File: src/rtl/boot_release_ctrl_if.sv
// Boot/reset handshake bundle between the reset sequencer and the release controller.
interface boot_release_ctrl_if;
   logic       srstn_i;
   logic       mem_repair_done_i;
   logic       run_stall_i;
   logic       a0_bypass_i;
   logic       core_rst_o;
   logic       fetch_en_o;
   logic       boot_addr_sel_o;
   logic       boot_err_o;
   logic [2:0] boot_state_o;
   logic [7:0] release_cnt_o;

   // Sequencer side: drives the boot levels, observes the core-side controls.
   modport master (
      output srstn_i, mem_repair_done_i, run_stall_i, a0_bypass_i,
      input  core_rst_o, fetch_en_o, boot_addr_sel_o, boot_err_o,
      input  boot_state_o, release_cnt_o
   );

   // Controller side.
   modport slave (
      input  srstn_i, mem_repair_done_i, run_stall_i, a0_bypass_i,
      output core_rst_o, fetch_en_o, boot_addr_sel_o, boot_err_o,
      output boot_state_o, release_cnt_o
   );
endinterface

File: src/rtl/boot_release_ctrl.sv
// Core reset release / fetch enable controller. Synchronises the boot levels,
// orders reset release behind memory repair, holds core reset for a fixed
// window, gates fetch on run_stall and flags a repair timeout.
module boot_release_ctrl #(
   parameter int unsigned SYNC_STAGES    = 2,
   parameter int unsigned HOLD_CYCLES    = 16,
   parameter int unsigned REPAIR_TIMEOUT = 1024
) (
   input logic               clk_i,
   input logic               rst_i,
   boot_release_ctrl_if.slave bus
);

   localparam int unsigned CNT_SPAN = (HOLD_CYCLES > REPAIR_TIMEOUT) ? HOLD_CYCLES : REPAIR_TIMEOUT;
   localparam int unsigned CNT_W    = $clog2(CNT_SPAN) + 1;
   localparam int unsigned REL_W    = 8;
   localparam int unsigned ST_W     = 3;

   localparam logic [CNT_W-1:0] HOLD_LAST    = CNT_W'(HOLD_CYCLES - 1);
   localparam logic [CNT_W-1:0] TIMEOUT_LAST = CNT_W'(REPAIR_TIMEOUT - 1);
   localparam logic [REL_W-1:0] REL_MAX      = '1;

   localparam logic [ST_W-1:0] ST_WAIT_SYS    = 3'd0;
   localparam logic [ST_W-1:0] ST_WAIT_REPAIR = 3'd1;
   localparam logic [ST_W-1:0] ST_HOLD        = 3'd2;
   localparam logic [ST_W-1:0] ST_WAIT_RUN    = 3'd3;
   localparam logic [ST_W-1:0] ST_RUN         = 3'd4;
   localparam logic [ST_W-1:0] ST_STALL       = 3'd5;
   localparam logic [ST_W-1:0] ST_ERROR       = 3'd6;

   logic [SYNC_STAGES-1:0] sync_srstn, sync_repair, sync_stall;
   logic                   s_srstn, s_repair, s_stall;

   logic [ST_W-1:0]  state_q, state_nxt;
   logic [CNT_W-1:0] cnt_q, cnt_nxt;
   logic [REL_W-1:0] rel_q, rel_nxt;
   logic             err_q, err_nxt;
   logic             sel_q, sel_nxt;
   logic             core_rst_q, core_rst_nxt;
   logic             fetch_en_q, fetch_en_nxt;

   // Multi-flop synchronisers for the asynchronous boot levels.
   always_ff @(posedge clk_i) begin
      if (rst_i) begin
         sync_srstn  <= '0;
         sync_repair <= '0;
         sync_stall  <= '0;
      end else begin
         sync_srstn  <= {sync_srstn[SYNC_STAGES-2:0],  bus.srstn_i};
         sync_repair <= {sync_repair[SYNC_STAGES-2:0], bus.mem_repair_done_i};
         sync_stall  <= {sync_stall[SYNC_STAGES-2:0],  bus.run_stall_i};
      end
   end

   assign s_srstn  = sync_srstn[SYNC_STAGES-1];
   assign s_repair = sync_repair[SYNC_STAGES-1];
   assign s_stall  = sync_stall[SYNC_STAGES-1];

   // State, counters and registered outputs.
   always_ff @(posedge clk_i) begin
      if (rst_i) begin
         state_q    <= ST_WAIT_SYS;
         cnt_q      <= '0;
         rel_q      <= '0;
         err_q      <= 1'b0;
         sel_q      <= 1'b0;
         core_rst_q <= 1'b1;
         fetch_en_q <= 1'b0;
      end else begin
         state_q    <= state_nxt;
         cnt_q      <= cnt_nxt;
         rel_q      <= rel_nxt;
         err_q      <= err_nxt;
         sel_q      <= sel_nxt;
         core_rst_q <= core_rst_nxt;
         fetch_en_q <= fetch_en_nxt;
      end
   end

   // Next-state logic; outputs are decoded from the next state so they
   // register in the same cycle as the state they belong to.
   always_comb begin
      state_nxt = state_q;
      cnt_nxt   = '0;
      rel_nxt   = rel_q;
      err_nxt   = err_q;
      sel_nxt   = sel_q;

      if (!s_srstn) begin
         state_nxt = ST_WAIT_SYS;
      end else begin
         case (state_q)
            ST_WAIT_SYS:    state_nxt = ST_WAIT_REPAIR;
            ST_WAIT_REPAIR: begin
               if (s_repair) begin
                  state_nxt = ST_HOLD;
               end else if (cnt_q == TIMEOUT_LAST) begin
                  state_nxt = ST_ERROR;
                  err_nxt   = 1'b1;
               end else begin
                  cnt_nxt = cnt_q + CNT_W'(1);
               end
            end
            ST_HOLD: begin
               if (!s_repair) begin
                  state_nxt = ST_WAIT_REPAIR;
               end else if (cnt_q == HOLD_LAST) begin
                  state_nxt = ST_WAIT_RUN;
                  sel_nxt   = bus.a0_bypass_i;
                  if (rel_q != REL_MAX) rel_nxt = rel_q + REL_W'(1);
               end else begin
                  cnt_nxt = cnt_q + CNT_W'(1);
               end
            end
            ST_WAIT_RUN:    if (!s_stall) state_nxt = ST_RUN;
            ST_RUN:         if (s_stall)  state_nxt = ST_STALL;
            ST_STALL:       if (!s_stall) state_nxt = ST_RUN;
            ST_ERROR:       state_nxt = ST_ERROR;
            default:        state_nxt = ST_WAIT_SYS;
         endcase
      end

      core_rst_nxt = (state_nxt == ST_WAIT_SYS) || (state_nxt == ST_WAIT_REPAIR) ||
                     (state_nxt == ST_HOLD)     || (state_nxt == ST_ERROR);
      fetch_en_nxt = (state_nxt == ST_RUN);
   end

   assign bus.core_rst_o      = core_rst_q;
   assign bus.fetch_en_o      = fetch_en_q;
   assign bus.boot_addr_sel_o = sel_q;
   assign bus.boot_err_o      = err_q;
   assign bus.boot_state_o    = state_q;
   assign bus.release_cnt_o   = rel_q;

endmodule

File: src/flat_wrapper.sv
// flat-port wrapper written by rule: the top's interface ports become plain ports
module boot_release_ctrl_flat 
#(
   parameter int unsigned SYNC_STAGES    = 2,
   parameter int unsigned HOLD_CYCLES    = 16,
   parameter int unsigned REPAIR_TIMEOUT = 1024
)
  (clk_i, rst_i, bus_srstn_i, bus_mem_repair_done_i, bus_run_stall_i, bus_a0_bypass_i, bus_core_rst_o, bus_fetch_en_o, bus_boot_addr_sel_o, bus_boot_err_o, bus_boot_state_o, bus_release_cnt_o);
  boot_release_ctrl_if bus_i ();
  input logic clk_i;
  input logic rst_i;
  input wire logic [$bits(bus_i.srstn_i)-1:0] bus_srstn_i;
  input wire logic [$bits(bus_i.mem_repair_done_i)-1:0] bus_mem_repair_done_i;
  input wire logic [$bits(bus_i.run_stall_i)-1:0] bus_run_stall_i;
  input wire logic [$bits(bus_i.a0_bypass_i)-1:0] bus_a0_bypass_i;
  output wire logic [$bits(bus_i.core_rst_o)-1:0] bus_core_rst_o;
  output wire logic [$bits(bus_i.fetch_en_o)-1:0] bus_fetch_en_o;
  output wire logic [$bits(bus_i.boot_addr_sel_o)-1:0] bus_boot_addr_sel_o;
  output wire logic [$bits(bus_i.boot_err_o)-1:0] bus_boot_err_o;
  output wire logic [$bits(bus_i.boot_state_o)-1:0] bus_boot_state_o;
  output wire logic [$bits(bus_i.release_cnt_o)-1:0] bus_release_cnt_o;
  assign bus_i.srstn_i = bus_srstn_i;
  assign bus_i.mem_repair_done_i = bus_mem_repair_done_i;
  assign bus_i.run_stall_i = bus_run_stall_i;
  assign bus_i.a0_bypass_i = bus_a0_bypass_i;
  assign bus_core_rst_o = bus_i.core_rst_o;
  assign bus_fetch_en_o = bus_i.fetch_en_o;
  assign bus_boot_addr_sel_o = bus_i.boot_addr_sel_o;
  assign bus_boot_err_o = bus_i.boot_err_o;
  assign bus_boot_state_o = bus_i.boot_state_o;
  assign bus_release_cnt_o = bus_i.release_cnt_o;
  boot_release_ctrl #(.SYNC_STAGES(SYNC_STAGES), .HOLD_CYCLES(HOLD_CYCLES), .REPAIR_TIMEOUT(REPAIR_TIMEOUT)) u_core (.clk_i(clk_i), .rst_i(rst_i), .bus(bus_i));
endmodule
File: config.mk
export PLATFORM = sky130hd
export DESIGN_NAME = boot_release_ctrl_flat
export DESIGN_NICKNAME = d
export VERILOG_FILES = /design/src/rtl/boot_release_ctrl_if.sv /design/src/rtl/boot_release_ctrl.sv /design/src/flat_wrapper.sv
export SDC_FILE = /design/constraint.sdc
export NUM_CORES = 1
export LEC_CHECK = 0
export ABC_CLOCK_PERIOD_IN_PS = 2000
export CORE_AREA = 2 2 64 54
export DETAILED_ROUTE_END_ITERATION = 16
export DIE_AREA = 0 0 66 56
export PLACE_DENSITY_LB_ADDON = 0.25
export SETUP_SLACK_MARGIN = 0.3
export SYNTH_ARGS = -nofsm -noshare
export SYNTH_HDL_FRONTEND = slang
export SYNTH_SLANG_ARGS = --single-unit
export TNS_END_PERCENT = 10
File: constraint.sdc
create_clock -name clk_i -period 2 [get_ports clk_i]
set_input_delay 0.4 -clock clk_i [delete_from_list [all_inputs] [get_ports clk_i]]
set_output_delay 0.4 -clock clk_i [all_outputs]
set_load 0.02 [all_outputs]
# Yosys cells after proc, flatten, opt, wreduce, memory -nomap -nowiden
# Index checks and enable logic that the tools add are counted.
# totals
register_bits	32
elab_cells	50
inputBits	6
output_inout_bits	15
# classes
reduce_logical	10
n_bitwise	2
eq_ne	13
mux	13
n_addsub	2
# ops
cell	count
11-bit two-way mux	4
11-bit one-hot mux with 2 select lines	1
3-bit two-way mux	7
3-bit one-hot mux with 6 select lines	1
3-bit == test, second input constant	5
11-bit by 1-bit adder with 11-bit output, second input constant	1
11-bit by 10-bit == test with 1-bit output, second input constant	1
11-bit by 4-bit == test with 1-bit output, second input constant	1
3-bit by 2-bit == test with 1-bit output, second input constant	3
8-bit by 1-bit adder with 8-bit output, second input constant	1
8-bit != test, second input constant	1
4-bit AND reduction	2
3-bit by 1-bit == test with 1-bit output, second input constant	2
3-bit logical NOT	2
5-bit AND reduction	1
2-bit OR reduction	2
1-bit logical OR	3
1-bit inverter	2

# Longest topological paths before layout
# Gate-level depths: netlist of run 1.
# logic_depth
ltp_word	9
ltp_mapped	7
ltp_nobuf	6

# Worst setup path before layout of run 1
# Ideal clock, no wire load.
# synth_path
kind	register to register
start	reg u_core.state_q[1] (netlist: u_core.bus.boot_state_o[1])
end	reg u_core.rel_q[7] (netlist: u_core.bus.release_cnt_o[7])
path_slack_ns	0.394
t_arrival_ns	1.489
required_ns	1.884
path_stages_with_launch	6
synth_period_minus_slack_ns	1.606
setup_time_ns	0.116
n_path_buf	0
cell_sequence	dfxtp_1 -> nor3b_4 -> nand3_4 -> nor4_2 -> nand3_1 -> o211a_1
# synth_via
elab_chain_cells	2
# synth_lines
item	line_no	text
start: declaration	boot_release_ctrl.sv:34	logic [ST_W-1:0] state_q, state_nxt;
start signal: assignment	boot_release_ctrl.sv:70	state_q <= state_nxt;
3-bit by 2-bit == test with 1-bit output	boot_release_ctrl.sv:92	case (state_q)
5-bit AND reduction (no source line)	n/a	
end signal: assignment	boot_release_ctrl.sv:72	rel_q <= rel_nxt;
end: declaration	boot_release_ctrl.sv:36	logic [REL_W-1:0] rel_q, rel_nxt;
# No other way between the ends.
# A chain may end at the register's enable or synchronous reset.

# Worst setup path after layout of run 1
# layout_path
start	reg u_core.rel_q[3] (netlist: u_core.bus.release_cnt_o[3])
end	out bus_release_cnt_o[3]
# layout_rtl
item	line_no	text
end: declaration	flat_wrapper.sv:21	output wire logic [$bits(bus_i.release_cnt_o)-1:0] bus_release_cnt_o;
# No word-level cell between the ends.

==> out/metrics.csv, run 1 <==
metric,value,unit
DR WL/cell,13.1,um
CP Data Arrival Time,1350,ps
post-layout instance count excluding filler cells,225,
CTS Buf Count,5,
DPL Wire Length,2030,um
reg2reg path depth,7,
endpoints failing hold,0,
H-tree levels,2,
# IOs,21,
clock sinks,32,
Setup crit end kind,output port,
pwr dens,597,mW/mm^2
synth-to-layout area growth,27.5,%
period utilisation layout,0.876,
CP max FO,5,
drt total wl,2950,um
Max Clk Rate,571,MHz
"flops & latches, synth",32,
Synth Flop Type,dfxtp_1,
Synth Warn #,0,
row cnt,18,
first-pass GRT wire length,4770,um
CTS root buf,clkbuf_8,
fin util,0.629,
HP Class,reg2reg,
Worst setup SP type,flop,
"Avg Cell Area, Syn",9.54,sq um
post-route ant nets,0,
Port Buffer Count,20,
slew margin rel.,0.766,
"Async S/R FF share, synth",0,
Pre-antenna DRT Iters,4,
most frequent cells in the layout,"dfxtp_1 (27), nor2_1 (21), clkdlybuf4s50_1 (18), nand3_1 (11), xnor2_1 (10)",
clk_lat worst skew,280,ps
clk slew on worst S/H paths,60,ps
Post-Route Skew,3.51,ps
CP Cell Sequence,clkdlybuf4s50_1,
RSZ-0062 raised after global routing,true,
Placer Congestion,0.881,
fin. max-slew vios,0,
die height,56,um
ratio of cells with drive above 1 in the final layout,0.195,
placed insts,215,
First DRT Iteration DRCs,52,
CTS tree,yes,
"most common cell after layout, fill and taps aside",dfxtp_1,
via count,1156,
maxcap violations,0,
setup violators final,0,
Synth Net Count,164,
"Max stage delay cell, worst path",clkdlybuf4s50_1,
hold path depth,1,
"delay-heaviest family, CP",buffers and inverters,
antenna violations before repair,0,
VDD IR max,0.000409,V
Overflow after GRT,0,
worst stage delay on the critical path,650,ps
vias per cell,5.14,
slew at the pin closest to its max-slew limit,349,ps
final worst slack,247,ps
post-synthesis sequential area ratio,0.431,
Synth cell types,37,
"EDFF count, synth",0,
status,"complete, no violations",
final net count,193,
vias in the first global route,1071,
Die X,66,um
pre-CTS setup slack,242,ps
full die area,0.00370,sq mm
Clock Path Buffers,2,
core area,0.00302,sq mm
Cells after Synth,156,
Leak,0.650,nW
Post-Route Setup TNS,0,ps
ant diodes,0,
initial core utilization,0.493,
crit path kind,reg2out,
largest net degree at the start of global routing,15,
DRC Markers,0,
Worst path depth,1,
Worst EP required,1600,ps
All-Layer GR Usage,0.169,
WP buf/inv,1,
Fillers,256,
CTS Hold Bufs,0,
synthesized area,0.00149,sq mm
post-layout min period,1750,ps
[sequential cells by signal, indices dropped and copies added (netlist names)]
register                    flops
u_core.bus.boot_state_o         3
u_core.bus.boot_addr_sel_o      1
u_core.sync_repair              2
u_core.sync_srstn               2
u_core.bus.fetch_en_o           1
u_core.sync_stall               2
u_core.bus.release_cnt_o        8
u_core.cnt_q                   11
u_core.bus.core_rst_o           1
u_core.bus.boot_err_o           1
[power by group]
group | total (mW) | switching [mW] | internal [mW]
clock | 0.456 | 0.220 | 0.236
combinational | 0.0295 | 0.0133 | 0.0162
sequential | 0.648 | 0.00535 | 0.642
[worst paths after layout]
path	startpoint	end	slack, ps
max	u_core.bus.release_cnt_o[3]	bus_release_cnt_o[3]	250
min	u_core.sync_repair[0]	u_core.sync_repair[1]	440
max reg2reg	u_core.cnt_q[0]	u_core.bus.release_cnt_o[1]	340
min reg2reg	u_core.sync_repair[0]	u_core.sync_repair[1]	440
[stage by stage]
| step | instance area (sq um) | power (mW) | hold WS [ps] |
|---|---|---|---|
| after floorplan | 1490 | 0.676 | 414 |
| after global placement | 1730 | 0.693 | 424 |
| after detailed placement | 1730 | 0.693 | 426 |
| after CTS | 1810 | 1.15 | 440 |
| after global routing | 1900 | 1.18 | 450 |
| final | 1900 | 1.13 | 437 |
[per-layer routing]
layer / vias to the layer above / GRT usage / share of wire
met5: - / 0 / 0
met4: 0 / 0.0641 / 0.015
li1: 606 / - / -
met2: 29 / 0.227 / 0.44
met1: 514 / 0.244 / 0.49
met3: 7 / 0.0607 / 0.052
[repair_timing]
| action | 4_1_cts | 5_1_grt |
|---|---|---|
| endpoints found under the setup margin | 28 | 33 |
| buffers inserted | 0 | 2 |
| gates cloned | 0 | 1 |
| pin swaps | 0 | 5 |
| gates resized for setup | 2 | 17 |
[cell usage after synthesis (4+ instances only)]
| master | n | area share |
|---|---|---|
| a21oi_1 | 7 | 0.024 |
| and3_1 | 5 | 0.021 |
| dfxtp_1 | 32 | 0.43 |
| inv_1 | 4 | 0.010 |
| nand2_1 | 7 | 0.018 |
| nand3_1 | 12 | 0.040 |
| nor2_1 | 22 | 0.056 |
| nor2b_1 | 6 | 0.025 |
| nor3_1 | 5 | 0.017 |
| nor4_2 | 5 | 0.042 |
| xnor2_1 | 10 | 0.059 |
[worst register-to-register path, delay by kind of cell (launching register included)]
family | cells | cell delay, ps
AND/OR/NAND/NOR | 4 | 630
adder cells (fa/ha/maj) | 1 | 140
buffers and inverters | 1 | 210
flip-flops | 1 | 370
multiplexers | 1 | 210
[cells by family (layout without fill, tap and decap cells)]
kind of cell / count (synthesis) / in the layout / synth area share
AOI/OAI and AO/OA: 20 / 20 / 0.0917
adders and majority gates: 2 / 2 / 0.0168
xor gates and xnor gates: 13 / 13 / 0.0765
buffers and inverters: 7 / 36 / 0.0235
DFF: 32 / 32 / 0.431
and+or+nand+nor: 81 / 81 / 0.354
muxes: 1 / 1 / 0.00673
[final cells by class]
class	count	area, sq um	share of cell area
multi-input cells	117	865	0.456
clock inverters	1	5.00	0.00264
clock buffers	6	72.6	0.0383
repair buffers	25	240	0.127
well taps	40	50.0	0.0264
inverters	4	15.0	0.00792
flip-flops and latches	32	649	0.342
No activity file was read; power rests on OpenSTA's default activity.
==> inputs of run 2 (changes only) <==
- SLEW_MARGIN: default -> 20
==> results of run 2 <==
Same layout as run 1: the final DEF is identical, and so are final timing and power.
